File: src/rtl/ground_tile_scanner.sv
// rtl/ground_tile_scanner.sv - raster position to ground tile ROM address, 2-stage color/opaque pipeline
// Optional GROUND_SCROLL_EN macro enables the per-frame horizontal scroll phase.
module ground_tile_scanner #(
    parameter int          TILE_W     = 20,
    parameter int          TILE_H     = 20,
    parameter int          GROUND_TOP = 400,
    parameter logic [11:0] KEY_COLOR  = 12'h808
) (
    input  logic        Clk,
    input  logic        Reset_n,
    input  logic [9:0]  DrawX,
    input  logic [9:0]  DrawY,
    input  logic        pixel_valid,
    input  logic        frame_start,
    input  logic [2:0]  scroll_step,
    output logic [8:0]  tile_read_address,
    input  logic [11:0] tile_color,
    output logic        ground_valid,
    output logic [11:0] ground_color,
    output logic        ground_opaque
);

    logic [4:0]  scroll_phase;

    logic [4:0]  col_q, col_d;
    logic [4:0]  row_q, row_d;
    logic [8:0]  row_base_q, row_base_d;
    logic [8:0]  tile_read_address_q, tile_read_address_d;
    logic        in_ground_s1_q, in_ground_s1_d;
    logic        valid_s1_q, valid_s1_d;
    logic [11:0] ground_color_q, ground_color_d;
    logic        ground_opaque_q, ground_opaque_d;
    logic        ground_valid_q, ground_valid_d;
    logic        line_start;

`ifdef GROUND_SCROLL_EN
    logic [4:0] scroll_phase_q, scroll_phase_d;
    logic [5:0] phase_sum;

    // Sum never exceeds 19+7, so one conditional subtract is a full modulo.
    always_comb begin
        phase_sum      = {1'b0, scroll_phase_q} + {3'b000, scroll_step};
        scroll_phase_d = scroll_phase_q;
        if (frame_start) begin
            if (phase_sum >= 6'(TILE_W)) begin
                scroll_phase_d = 5'(phase_sum - 6'(TILE_W));
            end else begin
                scroll_phase_d = phase_sum[4:0];
            end
        end
    end

    always_ff @(posedge Clk or negedge Reset_n) begin
        if (!Reset_n) begin
            scroll_phase_q <= '0;
        end else begin
            scroll_phase_q <= scroll_phase_d;
        end
    end

    assign scroll_phase = scroll_phase_q;
`else
    logic unused_scroll_inputs;
    assign unused_scroll_inputs = ^{frame_start, scroll_step};
    assign scroll_phase         = '0;
`endif

    always_comb begin
        line_start = pixel_valid && (DrawX == 10'd0);

        col_d = col_q;
        if (line_start) begin
            col_d = scroll_phase;
        end else if (pixel_valid) begin
            col_d = (col_q == 5'(TILE_W - 1)) ? 5'd0 : col_q + 5'd1;
        end

        // Row tracks (DrawY - GROUND_TOP) mod TILE_H with row_base = row*TILE_W, no divider.
        row_d      = row_q;
        row_base_d = row_base_q;
        if (line_start) begin
            if (DrawY == 10'(GROUND_TOP)) begin
                row_d      = '0;
                row_base_d = '0;
            end else if (DrawY > 10'(GROUND_TOP)) begin
                if (row_q == 5'(TILE_H - 1)) begin
                    row_d      = '0;
                    row_base_d = '0;
                end else begin
                    row_d      = row_q + 5'd1;
                    row_base_d = row_base_q + 9'(TILE_W);
                end
            end
        end

        tile_read_address_d = row_base_d + {4'b0000, col_d};
        in_ground_s1_d      = pixel_valid && (DrawY >= 10'(GROUND_TOP));
        valid_s1_d          = pixel_valid;

        ground_color_d  = tile_color;
        ground_opaque_d = in_ground_s1_q && (tile_color != KEY_COLOR);
        ground_valid_d  = valid_s1_q;
    end

    always_ff @(posedge Clk or negedge Reset_n) begin
        if (!Reset_n) begin
            col_q               <= '0;
            row_q               <= '0;
            row_base_q          <= '0;
            tile_read_address_q <= '0;
            in_ground_s1_q      <= 1'b0;
            valid_s1_q          <= 1'b0;
            ground_color_q      <= '0;
            ground_opaque_q     <= 1'b0;
            ground_valid_q      <= 1'b0;
        end else begin
            col_q               <= col_d;
            row_q               <= row_d;
            row_base_q          <= row_base_d;
            tile_read_address_q <= tile_read_address_d;
            in_ground_s1_q      <= in_ground_s1_d;
            valid_s1_q          <= valid_s1_d;
            ground_color_q      <= ground_color_d;
            ground_opaque_q     <= ground_opaque_d;
            ground_valid_q      <= ground_valid_d;
        end
    end

    assign tile_read_address = tile_read_address_q;
    assign ground_color      = ground_color_q;
    assign ground_opaque     = ground_opaque_q;
    assign ground_valid      = ground_valid_q;

endmodule

File: config.mk
export PLATFORM = sky130hd
export DESIGN_NAME = ground_tile_scanner
export DESIGN_NICKNAME = d
export VERILOG_FILES = /design/src/rtl/ground_tile_scanner.sv
export SDC_FILE = /design/constraint.sdc
export NUM_CORES = 1
export LEC_CHECK = 0
export CORE_UTILIZATION = 46
export DETAILED_ROUTE_END_ITERATION = 10
export PLACE_DENSITY = 0.79
export SLEW_MARGIN = 20
export SYNTH_ARGS = -nofsm -noshare
export SYNTH_HDL_FRONTEND = slang
export SYNTH_SLANG_ARGS = --single-unit
File: constraint.sdc
create_clock -name Clk -period 4.3 [get_ports Clk]
set_clock_uncertainty 0.15 [all_clocks]
set_input_delay 0.86 -clock Clk [delete_from_list [all_inputs] [get_ports Clk]]
set_output_delay 0.86 -clock Clk [all_outputs]
set_load 0.05 [all_outputs]
==> metrics <==
initial core utilization=0.487; max cap viols=0; Netlist cell types=44; Syn Nets=209; layout cell share with drive strength beyond 1=0.148; Die W=67.8 um; Synthesis Warnings=0; sequential standard cell area=1100 um2; Fin. Hold Viols=0; post-layout util=0.683; TritonCTS clock tree=yes; largest net degree at the start of global routing=45; mapped cell area=1990 um2; Port-buffer cells=57; Rows=23; Worst Path Max Fanout=2; status=finished, final reports clean; buffer depth of the longest clock path=2; worst hold margin=212 ps; drt initial violations=69; Mean Syn Cell Area=12.4 um2; total track usage=0.204; Placer Congestion=0.807; CP Launch Type=input pin; Int Pwr=756 uW; first-pass GRT wire length=6820 um; post-CTS sizing=0; Placed Instances=278; Post-DRT Antenna Nets=0; sw frac=0.346; peak supply drop=0.000380 V; FILL cells=307; most frequent cells in the layout=clkdlybuf4s50_1 (56), dfrtp_1 (44), nor2_1 (12), buf_4 (12), o21ai_0 (10); final setup TNS=0 ps; Max Fclk=251 MHz; CP Class=in2reg; CTS Sinks=44; final worst path period share=0.928; clk slew on worst S/H paths=80 ps; pwr dens=414 nW/um2; Final Critical Period=3990 ps; Syn Inst Count=161; slew of the pin with the lowest slew margin=951 ps; Clock power frac=0.229; Clk Latency, worst-skew pair=300 ps; P_sw=400 uW; Arrival @ worst endpoint=4020 ps; hold crit path type=reg2reg; Final setup viols=0; Post-CTS Repair Setup Buffers=0; total gr overflow=0; initial antenna violation count=0; total iterations of the first detailed-routing run=4; Final Max Tran Viols=0; register area share after synthesis=0.553; Vias=1478; post-cts hold buffer count=0; wire per inst=14.3 um; Multi-input gate area=855 um2; Overall Power=1.16 mW; flop2flop setup slack=820 ps; full die area=4590 um2; CP required=4330 ps; vias in the first global route=1543; Core ar.=4090 um2; Post-Layout Cell Count=286; IO Count=62; unrepaired setup endpoints after global routing=false; DRC viols=0; Slew headroom=0.366; combinational share of power=0.333; most common cell after layout, fill and taps aside=clkdlybuf4s50_1; Seq pwr share=0.438; Root Driver=clkbuf_8; H-Tree Depth=2; P_leak=1.23 nW; Post-DP HPWL=3070 um; diode count=0; Area growth, synth to finish=40.3%; CP Capture Type=register; # nets final=283; DIE HEIGHT=67.8 um; CTS Buf Count=5; Detailed Route WL=4080 um; #FFs+latches synth=44; vias per std cell=5.17
per-stage QoR:
| stage | instance area (um2) | setup WS, ps |
|---|---|---|
| after floorplan | 1990 | 510 |
| after global placement | 2700 | 50.1 |
| after detailed placement | 2700 | 0.143 |
| after CTS | 2790 | 308 |
| after global routing | 2790 | 139 |
| final | 2790 | 310 |
synth_stat cells, drive strengths merged:
master   number  area, um2
dfrtp        44       1100
nor2         13       56.3
o21ai        10       50.1
a21oi         8       40.0
ha            8        100
nand2         8       30.0
inv           7       26.3
xnor2         6       52.6
nor3          5       30.0
nor4          5       43.8
a21o          4       30.0
xor2          4       35.0
nor2b         3       18.8
or2           3       18.8
a22oi         2       42.5
a31oi         2       12.5
mux2i         2       20.0
nand3         2       10.0
nand3b        2       15.0
nand4         2       12.5
nor4b         2       32.5
a22o          1       8.76
a2bb2oi       1       15.0
and3          1       6.26
buf           1       5.00
clkbuf        1       3.75
fa            1       20.0
mux2          1       11.3
nand2b        1       6.26
nand4bb       1       11.3
nor4bb        1       10.0
o2111ai       1       26.3
o21a          1       7.51
o21bai        1       7.51
o311a         1       10.0
o31a          1       8.76
o31ai         1       21.3
o41ai         1       8.76
or4b          1       13.8
or4bb         1       11.3
cell families (layout without fill, tap and decap cells):
| group | count (synthesis) | count (layout) | share of synthesized area |
|---|---|---|---|
| AND/OR/NAND/NOR | 51 | 51 | 0.164 |
| flip-flops | 44 | 44 | 0.553 |
| AO/OA/AOI/OAI | 35 | 35 | 0.145 |
| XOR/XNOR | 10 | 10 | 0.0440 |
| adder cells (fa/ha/maj) | 9 | 9 | 0.0603 |
| buffers and inverters | 9 | 84 | 0.0176 |
| multiplexers | 3 | 3 | 0.0157 |
layer usage:
layer  GRT usage  routed length, um  up-vias
li1            -                  -      723
met1       0.234               1770      692
met2       0.349               1880       56
met3      0.0625                365        7
met4      0.0859                 64        0
met5           0                  0        -
critical path: stages:
cell             delay (ps)
clkdlybuf4s50_1         480
or4b_4                  470
o31a_1                  270
nor2_1                  180
nor2b_1                 100
ha_1                    220
fa_1                    390
a21o_1                  190
a21oi_1                 180
inv_1                    70
a21oi_1                 220
nor4_2                   60
mux2_1                  320
worst paths after layout:
| check | to | depth (start not counted) | from |
|---|---|---|---|
| worst max register to register | tile_read_address[8] | 13 | row_q[0] |
| worst max-delay path | tile_read_address[8] | 13 | DrawY[4] |
| max in group asynchronous | ground_valid | 1 | Reset_n |
| worst min-delay path | ground_valid | 0 | ground_valid_d |
| worst min register to register | ground_valid | 0 | ground_valid_d |
| min in group asynchronous | ground_color[0] | 1 | Reset_n |
power by group through the flow:
| stage | logic (mW) | clock network, mW | registers [mW] |
|---|---|---|---|
| after global placement | 0.374 | 0 | 0.512 |
| after CTS | 0.391 | 0.273 | 0.506 |
| final | 0.384 | 0.265 | 0.506 |
| after detailed placement | 0.387 | 0 | 0.514 |
| after global routing | 0.418 | 0.287 | 0.511 |
| after floorplan | 0.129 | 0 | 0.617 |
state kept, by name, indices dropped and copies added, names as in the netlist:
register           flops
col_q                  5
ground_color          12
ground_opaque          1
ground_valid           1
ground_valid_d         1
in_ground_s1_q         1
row_base_q             9
row_q                  5
tile_read_address      9
final cells by class:
cell class              count  share of cell area
clock buffers               6              0.0296
clock inverters             2             0.00358
inverters                   7             0.00941
multi-input cells         108               0.306
flip-flops and latches     44               0.394
well taps                  50              0.0224
repair buffers             69               0.235
Power figures use the tool's default switching activity.
==> variant: new RTL, same settings <==
Put one more register stage on the output `ground_color`, cleared by the reset. The value now appears one clock later. The other outputs are not delayed to match.
--- a/src/rtl/ground_tile_scanner.sv
+++ b/src/rtl/ground_tile_scanner.sv
@@ -127,7 +127,13 @@
     end
 
     assign tile_read_address = tile_read_address_q;
-    assign ground_color      = ground_color_q;
+    always_ff @(posedge Clk or negedge Reset_n) begin
+        if (!Reset_n) begin
+            ground_color <= '0;
+        end else begin
+            ground_color <= ground_color_q;
+        end
+    end
     assign ground_opaque     = ground_opaque_q;
     assign ground_valid      = ground_valid_q;
 
Function: changed (a bounded check fails within 4 cycles, from zero or initial values and one cycle with Reset_n low).
==> variant against the unedited design <==
Final cell count increased by 12%. Largest power group unchanged. Synthesized area increased by 15%. Wire length increased by 4.1%. Die area increased by 15%. Largest cell class unchanged. First-iteration DRC count decreased by 41%. Total power increased by 13%. Via count increased by 6.6%. Worst setup slack got worse by 0.032 ns. Global-route usage decreased by 2.1 points. Combinational power about the same. Design area increased by 13%. Sequential cell count increased by 12.
==> variant: results (changes against the unedited design) <==
Yosys warnings 0 (unchanged); Worst EP arrival 4.07 ns (+0.05 ns); detailed placement HPWL 3.24 mm (+5.7%); adder-cell share of the synthesized area 0.0524 (-0.00791); Max FO, Critical Path 2 (unchanged); met1 Usage GRT 0.244 (+0.0106); mux cell area share after synthesis 0.0137 (-0.00206); Top FF cell, synth dfrtp_1; Leakage Power 1.38 nW (+13%); first-pass GRT wire length 7.18 mm (+5.2%); Post-Place Worst Slack -0.0805 ns (-0.0806 ns); vias in the first global route 1,548 (+0.32%); GRT Total Usage 0.183 (-0.0206); n_diodes 0 (unchanged); Synth top cells by count dfrtp_1, nor2_1, o21ai_0; final wirelength 4.25 mm (+4.1%); peak supply drop 0.304 mV (-20%); layout cells sized above 1 0.151 (+0.00249); Sw Ratio 0.328 (-0.0181); drt first pass iters 4 (unchanged); vias 1,575 (+6.6%); placed inst area 3050 um^2 (+13%); top cells by area, synth dfrtp_1, ha_1, xnor2_1; # resized after CTS 0 (unchanged); Clock Path Buffers 2 (unchanged); Final #Nets 299 (+5.7%); Root Buffer clkbuf_8; Post-synth ARST share 1.00 (unchanged); Synthesized Nets 221 (+5.7%); R2R cell count 13 (unchanged); post-synthesis compound-gate area fraction 0.126 (-0.0190); CTS clock-pin slew for the worst setup and hold paths 0.09 ns; number of library cell types mapped by synthesis 44 (unchanged); relative max-transition margin 0.380 (+0.0138); placer congestion estimate 0.752 (-6.9%); H-tree depth 2 (unchanged); Mapped Cells 173 (+7.5%); DR iter-0 viols 41 (-41%); Post-Layout Cell Count 319 (+12%); M3 GR Usage 0.0373 (-0.0252); Placed Cells 311 (+12%); Post-Synth XOR/XNOR Area 0.0382 (-0.00577); Seq/Total Area, Yosys 0.612 (+0.0586); Worst-Skew Late Latency 0.31 ns; Top Registers ground_color x12, ground_color_q x12; largest net degree at the start of global routing 45 (unchanged); met2 Use GR 0.293 (-0.0562); status finished clean
variant: cell count changes after synthesis:
cell / unedited run / this run
dfrtp_1: 44 / 56
variant: critical path: stages:
cell	delay, ns
clkdlybuf4s50_1	0.41
or4b_4	0.55
o31a_1	0.29
nor2_1	0.18
nor2b_1	0.09
ha_1	0.22
fa_1	0.40
a21o_1	0.19
a21oi_1	0.18
inv_1	0.06
a21oi_1	0.25
nor4_2	0.07
mux2_1	0.31
variant: power by group through the flow:
stage | registers (mW) | clock network [mW] | logic (mW)
floorplan | 0.739 | 0 | 0.129
global placement | 0.632 | 0 | 0.379
detailed placement | 0.635 | 0 | 0.385
CTS | 0.625 | 0.301 | 0.388
global route | 0.631 | 0.321 | 0.420
finish | 0.624 | 0.295 | 0.385
variant: area by class of cell:
| cell class | count | area, um^2 |
|---|---|---|
| fill | 382 | 1610 |
| sequential | 56 | 1400 |
| inverter | 7 | 26.3 |
| multi-input combinational | 108 | 855 |
| clock inverter | 1 | 7.51 |
| timing repair buffer | 73 | 686 |
| clock buffer | 7 | 86.3 |
| tap | 67 | 83.8 |
variant: kinds of logic after synthesis:
kind of cell,count (synthesis)
flops,56
buf+inv,9
fa+ha+maj,9
compound gates,35
simple gates,51
xor+xnor,10
mux,3
variant: worst paths after layout:
path | endpoint | slack (ns) | from
setup / recovery | tile_read_address[8]$_DFF_PN0_ | 0.28 | DrawY[1]
hold / removal | ground_color[10]$_DFF_PN0_ | 0.20 | ground_color_q[10]$_DFF_PN0_
setup reg to reg | tile_read_address[8]$_DFF_PN0_ | 0.76 | row_q[0]$_DFFE_PN0P_
hold reg to reg | ground_color[10]$_DFF_PN0_ | 0.20 | ground_color_q[10]$_DFF_PN0_
max in group asynchronous | row_q[1]$_DFFE_PN0P_ | 2.74 | Reset_n
min in group asynchronous | ground_color_q[9]$_DFF_PN0_ | 0.53 | Reset_n
variant: per-layer routing:
| metal | vias up | routed length (um) |
|---|---|---|
| met4 | 0 | 74 |
| met1 | 748 | 2040 |
| met5 | - | 0 |
| met2 | 50 | 1920 |
| met3 | 7 | 218 |
| li1 | 770 | - |
